$ cat config.mk
export PLATFORM = sky130hd
export DESIGN_NAME = sram_like_req_arbiter
export DESIGN_NICKNAME = d
export VERILOG_FILES = /design/src/rtl/sram_like_req_arbiter_pkg.sv /design/src/rtl/owner_fifo.sv /design/src/rtl/sram_like_req_arbiter.sv
export SDC_FILE = /design/constraint.sdc
export NUM_CORES = 1
export LEC_CHECK = 0
export ABC_CLOCK_PERIOD_IN_PS = 7920
export BUFFER_PORTS_ARGS = -buffer_cell sky130_fd_sc_hd__buf_4
export CORE_MARGIN = 10
export CORE_UTILIZATION = 41
export CTS_CLUSTER_SIZE = 30
export DETAILED_ROUTE_END_ITERATION = 6
export GPL_TIMING_DRIVEN = 0
export PLACE_DENSITY = 0.89
export SLEW_MARGIN = 30
export SYNTH_ARGS = -nofsm -noshare
export SYNTH_HDL_FRONTEND = slang
export SYNTH_SLANG_ARGS = --single-unit
$ cat constraint.sdc
create_clock -name clk -period 7.92 [get_ports clk]
set_clock_uncertainty 0.1 [all_clocks]
set_input_delay 0.396 -clock clk [delete_from_list [all_inputs] [get_ports clk]]
set_output_delay 0.396 -clock clk [all_outputs]
set_load 0.01 [all_outputs]
$ cat src/rtl/sram_like_req_arbiter_pkg.sv
// Shared definitions for the SRAM-like request arbiter: owner tags, FSM states
// and SRAM-like transfer size codes.
package sram_like_req_arbiter_pkg;

    localparam logic OWNER_INST = 1'b0;
    localparam logic OWNER_DATA = 1'b1;

    localparam logic [2:0] SIZE_BYTE = 3'd0;
    localparam logic [2:0] SIZE_HALF = 3'd1;
    localparam logic [2:0] SIZE_WORD = 3'd2;

    typedef enum logic [1:0] {
        ST_IDLE      = 2'd0,
        ST_LOCK_INST = 2'd1,
        ST_LOCK_DATA = 2'd2
    } arb_state_e;

endpackage

$ cat src/rtl/owner_fifo.sv
// Parameterised 1-bit synchronous FIFO used for in-order tag tracking.
// A push is accepted when full only if a pop frees the head slot in the same cycle.
module owner_fifo #(
    parameter int unsigned DEPTH = 2
) (
    input  logic clk,
    input  logic rst,
    input  logic push,
    input  logic pop,
    input  logic din,
    output logic full,
    output logic empty,
    output logic head
);

    localparam int unsigned PW = (DEPTH > 1) ? $clog2(DEPTH) : 1;
    localparam int unsigned CW = $clog2(DEPTH + 1);

    logic [DEPTH-1:0] mem;
    logic [PW-1:0]    wr_ptr;
    logic [PW-1:0]    rd_ptr;
    logic [CW-1:0]    count;
    logic             do_push;
    logic             do_pop;

    function automatic logic [PW-1:0] bump(input logic [PW-1:0] p);
        return (p == PW'(DEPTH - 1)) ? '0 : p + PW'(1);
    endfunction

    assign empty   = (count == '0);
    assign full    = (count == CW'(DEPTH));
    assign do_pop  = pop && !empty;
    assign do_push = push && (!full || do_pop);
    assign head    = mem[rd_ptr];

    always_ff @(posedge clk) begin
        if (do_push) begin
            mem[wr_ptr] <= din;
        end
    end

    always_ff @(posedge clk) begin
        if (rst) begin
            wr_ptr <= '0;
            rd_ptr <= '0;
            count  <= '0;
        end else begin
            if (do_push) wr_ptr <= bump(wr_ptr);
            if (do_pop)  rd_ptr <= bump(rd_ptr);
            case ({do_push, do_pop})
                2'b10:   count <= count + CW'(1);
                2'b01:   count <= count - CW'(1);
                default: count <= count;
            endcase
        end
    end

endmodule

$ cat src/rtl/sram_like_req_arbiter.sv
// Fixed-priority (data over inst) arbiter with starvation guard that merges two
// SRAM-like requesters onto one master port and routes responses in issue order.
module sram_like_req_arbiter
    import sram_like_req_arbiter_pkg::*;
#(
    parameter int unsigned MAX_OUTSTANDING = 2,
    parameter int unsigned STARVE_LIMIT    = 4
) (
    input  logic        clk,
    input  logic        rst,
    input  logic        inst_req,
    input  logic        inst_wr,
    input  logic [2:0]  inst_size,
    input  logic [31:0] inst_addr,
    input  logic [31:0] inst_wdata,
    output logic        inst_addr_ok,
    output logic        inst_data_ok,
    output logic [31:0] inst_rdata,
    input  logic        data_req,
    input  logic        data_wr,
    input  logic [2:0]  data_size,
    input  logic [31:0] data_addr,
    input  logic [31:0] data_wdata,
    output logic        data_addr_ok,
    output logic        data_data_ok,
    output logic [31:0] data_rdata,
    output logic        m_req,
    output logic        m_wr,
    output logic [2:0]  m_size,
    output logic [31:0] m_addr,
    output logic [31:0] m_wdata,
    input  logic        m_addr_ok,
    input  logic        m_data_ok,
    input  logic [31:0] m_rdata,
    output logic        resp_err
);

    localparam int unsigned SW = $clog2(STARVE_LIMIT + 1);

    arb_state_e  state;
    arb_state_e  state_next;
    logic        gnt_valid;
    logic        gnt_owner;
    logic        sel_req;
    logic        fifo_full;
    logic        fifo_empty;
    logic        fifo_head;
    logic        push;
    logic        pop;
    logic [SW-1:0] starve_cnt;
    logic [31:0] inst_rdata_q;
    logic [31:0] data_rdata_q;

    // Grant is chosen combinationally in IDLE and frozen while locked.
    always_comb begin
        gnt_valid  = 1'b0;
        gnt_owner  = OWNER_INST;
        state_next = state;
        case (state)
            ST_IDLE: begin
                if (data_req && !(inst_req && starve_cnt == SW'(STARVE_LIMIT))) begin
                    gnt_valid = 1'b1;
                    gnt_owner = OWNER_DATA;
                end else if (inst_req) begin
                    gnt_valid = 1'b1;
                    gnt_owner = OWNER_INST;
                end
                if (m_req && !m_addr_ok) begin
                    state_next = (gnt_owner == OWNER_DATA) ? ST_LOCK_DATA : ST_LOCK_INST;
                end
            end
            ST_LOCK_INST: begin
                gnt_valid = 1'b1;
                gnt_owner = OWNER_INST;
                if (push) state_next = ST_IDLE;
            end
            ST_LOCK_DATA: begin
                gnt_valid = 1'b1;
                gnt_owner = OWNER_DATA;
                if (push) state_next = ST_IDLE;
            end
            default: state_next = ST_IDLE;
        endcase
    end

    always_ff @(posedge clk) begin
        if (rst) state <= ST_IDLE;
        else     state <= state_next;
    end

    always_comb begin
        m_wr    = 1'b0;
        m_size  = '0;
        m_addr  = '0;
        m_wdata = '0;
        sel_req = 1'b0;
        if (gnt_valid) begin
            if (gnt_owner == OWNER_DATA) begin
                sel_req = data_req;
                m_wr    = data_wr;
                m_size  = data_size;
                m_addr  = data_addr;
                m_wdata = data_wdata;
            end else begin
                sel_req = inst_req;
                m_wr    = inst_wr;
                m_size  = inst_size;
                m_addr  = inst_addr;
                m_wdata = inst_wdata;
            end
        end
    end

    // A response retiring this cycle frees a slot for a same-cycle push.
    assign pop   = !rst && m_data_ok && !fifo_empty;
    assign m_req = !rst && gnt_valid && sel_req && (!fifo_full || pop);
    assign push  = m_req && m_addr_ok;

    assign inst_addr_ok = push && (gnt_owner == OWNER_INST);
    assign data_addr_ok = push && (gnt_owner == OWNER_DATA);
    assign inst_data_ok = pop && (fifo_head == OWNER_INST);
    assign data_data_ok = pop && (fifo_head == OWNER_DATA);
    assign inst_rdata   = inst_data_ok ? m_rdata : inst_rdata_q;
    assign data_rdata   = data_data_ok ? m_rdata : data_rdata_q;

    owner_fifo #(
        .DEPTH(MAX_OUTSTANDING)
    ) u_owner_fifo (
        .clk   (clk),
        .rst   (rst),
        .push  (push),
        .pop   (pop),
        .din   (gnt_owner),
        .full  (fifo_full),
        .empty (fifo_empty),
        .head  (fifo_head)
    );

    always_ff @(posedge clk) begin
        if (rst) begin
            starve_cnt   <= '0;
            resp_err     <= 1'b0;
            inst_rdata_q <= '0;
            data_rdata_q <= '0;
        end else begin
            if (!inst_req || (push && gnt_owner == OWNER_INST)) begin
                starve_cnt <= '0;
            end else if (push && gnt_owner == OWNER_DATA && starve_cnt != SW'(STARVE_LIMIT)) begin
                starve_cnt <= starve_cnt + SW'(1);
            end
            if (m_data_ok && fifo_empty) resp_err <= 1'b1;
            if (inst_data_ok) inst_rdata_q <= m_rdata;
            if (data_data_ok) data_rdata_q <= m_rdata;
        end
    end

endmodule
After elaboration in Yosys (flattened, before gate mapping)

Index checks and enable logic that the tools add are counted.
Widths: inputs -> output; s select.

Input port bits: 174
Bits in registers: 76
Output and inout port bits: 138
Logic and storage cells: 91

Reductions and logical operators: 33
Bitwise gates (word level): 2
Add/sub/neg operators: 5
Eq/ne operators: 9
Mux-type cells: 30
$lt $le $gt $ge: 3

Operators with widths:

| kind                | number |
|---|---|
| $mux 32             | 6 |
| $logic_and 1x1->1   | 18 |
| $mux 1              | 13 |
| $pmux 2 s2          | 2 |
| $eq 2x2->1 const B  | 3 |
| $logic_not 1->1     | 6 |
| $mux 2              | 3 |
| $mux 3              | 2 |
| $eq 2x1->1 const B  | 2 |
| $logic_not 2->1     | 2 |
| $lt 1x2->1 const B  | 2 |
| $pmux 1 s2          | 2 |
| $reduce_or 2->1     | 2 |
| $add 3x1->3 const B | 1 |
| $eq 3x3->1 const B  | 1 |
| $logic_or 1x1->1    | 3 |
| $ne 3x3->1 const B  | 1 |
| $add 1x1->1 const B | 2 |
| $add 2x1->2 const B | 1 |
| $bwmux 2            | 1 |
| $ne 2x1->1 const B  | 1 |
| $ne 2x2->1 const B  | 1 |
| $not 1->1           | 2 |
| $reduce_and 2->1    | 1 |
| 4 further kinds     | 4 |

Logic depth before layout (Yosys ltp)

Depth after elaboration: 15
Depth in mapped cells: 11
Gate-level depth less buffers: 9

Hierarchy

From an unflattened synthesis, not the netlist that was laid out.

Cell total of the unflattened synthesis: 526
Area total of the unflattened synthesis: 4,310.4 um2

By module, submodules not included:

| module                | times used | sequential area each (um2) | cells an instance | area an instance (um2) |
|---|---|---|---|---|
| sram_like_req_arbiter | 1          | 1,401.3                    | 499               | 4,036.4 |
| owner_fifo            | 1          | 140.1                      | 27                | 274.0 |

Least setup slack after synthesis

Ideal clock, no wire load.

Kind: register to register
From: reg state[1]
To: reg u_owner_fifo.count[1]
Required time: 7.749 ns
Library setup time: 0.071 ns
Slack: 5.258 ns
Arrival time: 2.492 ns
Buffers on the path: 2
Stages on the path, launching flop included: 11
Period minus slack after synthesis: 2.662 ns
Cell sequence: dfxtp_1 > inv_1 > ha_1 > nor3_1 > or3_1 > buf_2 > or3_1 > buf_6 > ha_1 > or3_1 > a21oi_1

Word-level cells in the longest chain between the ends: 10
Elaborated cells on any way between the ends: 17
Classes of those cells: 4 x eq/ne; 5 x mux; 8 x reduce/logical

Ends and longest elaborated chain:

| what                                            | RTL line                                                  | source |
|---|---|---|
| start, declared                                 | sram_like_req_arbiter.sv:40                               | `arb_state_e state;` |
| start signal, assigned                          | sram_like_req_arbiter.sv:88                               | `else state <= state_next;` |
| $eq 2x2->1 (tied with other cells)              | sram_like_req_arbiter.sv:59                               | `case (state)` |
| $pmux 1 s2 or $reduce_or 2->1 (tied branches)   | n/a                                                       |  |
| $mux 1 or $pmux 1 s2 (tied branches)            | sram_like_req_arbiter.sv:98, sram_like_req_arbiter.sv:59  |  |
| $mux 1 or $logic_and 1x1->1 (tied branches)     | sram_like_req_arbiter.sv:97, sram_like_req_arbiter.sv:116 |  |
| $logic_and 1x1->1 * (2 in series)               | sram_like_req_arbiter.sv:116                              | `assign m_req = !rst && gnt_valid && sel_req && (!fifo_full \|\| pop);` |
| $logic_and 1x1->1 *                             | sram_like_req_arbiter.sv:117                              | `assign push = m_req && m_addr_ok;` |
| $logic_and 1x1->1 *                             | owner_fifo.sv:33                                          | `assign do_push = push && (!full \|\| do_pop);` |
| $eq 2x1->1 or $eq 2x2->1 (tied branches)        | owner_fifo.sv:50                                          | `case ({do_push, do_pop})` |
| $pmux 2 s2 or $reduce_bool 2->1 (tied branches) | n/a                                                       |  |
| end signal, assigned                            | owner_fifo.sv:51                                          | `2'b10: count <= count + CW'(1);` |
| end signal, assigned                            | owner_fifo.sv:52                                          | `2'b01: count <= count - CW'(1);` |
| end signal, assigned                            | owner_fifo.sv:53                                          | `default: count <= count;` |
| end, declared                                   | owner_fifo.sv:22                                          | `logic [CW-1:0] count;` |

Every way passes the cells marked *; elsewhere a longest branch is shown, timed or not.
A chain may end at the register's enable or synchronous reset.

Worst setup path after layout

From: reg starve_cnt[0]
To: out m_size[0]

Word-level cells in the longest chain between the ends: 9
Elaborated cells on any way between the ends: 11
Classes of those cells: 1 x eq/ne; 7 x mux; 3 x reduce/logical

Ends and longest elaborated chain:

| what                   | RTL line                     | source |
|---|---|---|
| start, declared        | sram_like_req_arbiter.sv:50  | `logic [SW-1:0] starve_cnt;` |
| start signal, assigned | sram_like_req_arbiter.sv:149 | `starve_cnt <= starve_cnt + SW'(1);` |
| $eq 3x3->1 *           | sram_like_req_arbiter.sv:61  | `if (data_req && !(inst_req && starve_cnt == SW'(STARVE_LIMIT))) begin` |
| $logic_and 1x1->1 *    | sram_like_req_arbiter.sv:61  |  |
| $logic_not 1->1 *      | sram_like_req_arbiter.sv:61  |  |
| $logic_and 1x1->1 *    | sram_like_req_arbiter.sv:61  |  |
| $mux 1                 | sram_like_req_arbiter.sv:61  |  |
| $mux 1                 | sram_like_req_arbiter.sv:59  |  |
| $pmux 1 s2             | sram_like_req_arbiter.sv:59  |  |
| $mux 3                 | sram_like_req_arbiter.sv:98  | `if (gnt_owner == OWNER_DATA) begin` |
| $mux 3 *               | sram_like_req_arbiter.sv:97  | `if (gnt_valid) begin` |
| end, declared          | sram_like_req_arbiter.sv:29  | `output logic [2:0] m_size,` |

Every way passes the cells marked *; elsewhere a longest branch is shown, timed or not. The select of a mux whose other input is x is not followed.

==> results_dict.tcl <==
set metrics [dict create \
    status "finished clean" \
    drv_slew 0 \
    tightest_slew_ns 0.741 \
    power_leakage_nw 3.42 \
    holdPathEnd "resp_err" \
    ys_types 37 \
    synth_seq_cells 76 \
    drv_cap 0 \
    numClockSinks 76 \
    synth_area_sq_um 4110 \
    die_h_um 120 \
    hp-start "m_data_ok" \
    final_util_pct 69.6 \
    drtAntennaViolNets 0 \
    synth_top_area_share_pct 36.0 \
    final_cell_mix "buf_4, nand2_1, dfxtp_1, a21oi_1, mux2_2" \
    fin_setup_tns_ns 0 \
    n_fill_cell 771 \
    wirelength_mm 18.2 \
    rows 36 \
    start_util_pct 42.1 \
    fin_cells 976 \
    hp-class "primary input to register" \
    gp_congestion 0.915 \
    cellPowerDensity_nw_per_um2 160 \
    switching_share_pct 32.1 \
    wire_per_inst_um 18.7 \
    endpoint_kind "primary output" \
    num_vias 4804 \
    ys_warn_count 0 \
    final_common_cell "buf_4" \
    critPathLaunchType "register" \
    overflow 0 \
    syn_nets 697 \
    fmaxAchievable_mhz 307 \
    grt_use_total_pct 23.7 \
    comb_power_share_pct 36.1 \
    layout-drive-gt1-share_pct 46.6 \
    ys.flop_type "dfxtp_1" \
    power_switching_uw 350 \
    reg2reg_depth 10 \
    grt_pass1_vias 4989 \
    clock_latency_ns 0.34 \
    fin_nets 1018 \
    cts_root_buf "clkbuf_8" \
    grt_max_degree 14 \
    area_growth_pct 65.5 \
    r2r_slack_ns 5.05 \
    vias_per_cell 4.92 \
    numCtsBuffers 9 \
    rsz0062_at_grt "false" \
    cts.path.max_buffers 2 \
    period_needed_ns 3.25 \
    cts-hold-fix-buffers 0 \
    first_pass_iters 6 \
    pwr-share-clk_pct 27.4 \
    ir_drop_v 0.000104 \
    syn-mean-instance-area_sq_um 7.96 \
    cts.repair.resized 0 \
    drcViolationCount 0 \
    antenna_cells 0 \
    synth_area_leaders "dfxtp_1, mux2_2, nand2_1" \
    die_w_um 120 \
    setup_viol 0 \
    ios 312 \
    crit_fanout 10 \
    hold_viol_final 0 \
    synth_edf_count 2 \
    cts_tree "built" \
    cp-startpoint "starve_cnt[0]" \
    htreeDepth 3 \
    dp_cells 960 \
    io_buffers 310 \
    finalPower_mw 1.09 \
    holdPathStages 3 \
    path_class "register to primary output" \
    dieArea_sq_um 14400 \
    dp_hpwl_mm 15.1 \
    setup_slack_ns 4.67 \
    synth-async-reset-ratio_pct 0 \
    core_area_sq_um 9770 \
    r2r_start "state[1]" \
    seqPwrFrac_pct 36.5 \
    p_int_uw 741 \
    yosysTopAreaCell "dfxtp_1" \
    arrival_ns 2.76 \
    rr_endpoint "u_owner_fifo.count[1]" \
    dr.first_iter.drc_count 291 \
    grt_pass1_wl_mm 27.2 \
    slew_headroom_pct 49.9 \
    cts_setup_buffers 0 \
    ys_seq_area_share_pct 37.5 \
    worstPathRequired_ns 7.42 \
    cts.clk_slew.worst_paths_ns 0.08 \
    grt_antenna_before_repair 0 \
    finalCritPeriodShare_pct 41.1 \
    dp_worst_setup_slack_ns 5.08 \
    netlist_instances 517 \
]
==> kinds of logic after synthesis <==
group | Yosys count | share of synthesized area (%)
flip-flops | 76 | 37.5
AND/OR/NAND/NOR | 234 | 26.7
buffers and inverters | 48 | 4.77
adder cells (fa/ha/maj) | 6 | 1.82
multiplexers | 64 | 17.5
XOR/XNOR | 4 | 0.852
AO/OA/AOI/OAI | 85 | 10.9
==> synth_stat cells, types with 2 or more instances <==
library cell  number
a21oi_1           73
and2_1            22
buf_1              3
buf_2              7
clkbuf_1          28
dfxtp_1           74
edfxtp_1           2
ha_1               6
inv_1              8
mux2_1             7
mux2_2            57
nand2_1          140
nand2b_1           2
nor2_1            11
nor2b_1           45
nor3_1             3
o21ai_0            2
o22ai_1            2
o31ai_1            2
or3_1              3
or4_1              2
xnor2_1            2
xor2_1             2
==> worst max-delay path by stage <==
stage / endpoint / cells past startpoint
CTS: m_wdata[27] / 9
global route: m_addr[24] / 10
floorplan: u_owner_fifo.count[1] / 10
finish: m_size[0] / 10
detailed placement: m_wdata[27] / 9
global placement: u_owner_fifo.count[1] / 10
==> registers in the layout (all words and copies together) (netlist names) <==
signal and flops:
starve_cnt 3, u_owner_fifo.wr_ptr 1, state 2, u_owner_fifo.count 2
u_owner_fifo.rd_ptr 1, inst_rdata_q 32, resp_err 1, data_rdata_q 32
u_owner_fifo.mem 2
==> power by group through the flow <==
stage / sequential (mW) / clock [mW] / combinational, mW
2_1_floorplan: 0.406 / 0 / 0.172
6_report: 0.398 / 0.299 / 0.394
3_5_place_dp: 0.407 / 0 / 0.394
4_1_cts: 0.398 / 0.306 / 0.396
5_1_grt: 0.399 / 0.321 / 0.426
3_3_place_gp: 0.406 / 0 / 0.389
==> stage by stage <==
step           hold slack [ns]  instance area (sq um)
3_3_place_gp             0.353                   6610
3_5_place_dp             0.360                   6610
2_1_floorplan            0.364                   4110
5_1_grt                  0.207                   6810
4_1_cts                  0.192                   6810
6_report                 0.204                   6810
==> per-layer routing <==
| layer | vias up | part of all wire (%) | GRT usage [%] |
|---|---|---|---|
| met2 | 234 | 50 | 42.3 |
| met4 | 0 | 2.2 | 6.33 |
| met5 | - | 0 | 0 |
| li1 | 2342 | - | - |
| met3 | 23 | 12 | 11.4 |
| met1 | 2205 | 36 | 24.2 |
==> cell type report <==
cell class | instances | area [sq um] | area share [%]
clock inverter | 5 | 58.8 | 0.864
tap | 133 | 166 | 2.44
sequential | 76 | 1540 | 22.6
multi-input combinational | 393 | 2380 | 34.9
timing repair buffer | 310 | 2330 | 34.2
inverter | 9 | 33.8 | 0.496
clock buffer | 11 | 141 | 2.08
buffer | 39 | 163 | 2.39
==> critical path, stage by stage (launching register included) <==
cell and delay, ns:
dfxtp_1 0.38, inv_1 0.06, ha_1 0.22, nand3_1 0.10, a31oi_1 0.11, clkbuf_1 0.26
inv_2 0.20, clkbuf_1 0.43, nand2_1 0.11, a21oi_1 0.35, buf_4 0.20
Power figures use the tool's default switching activity.
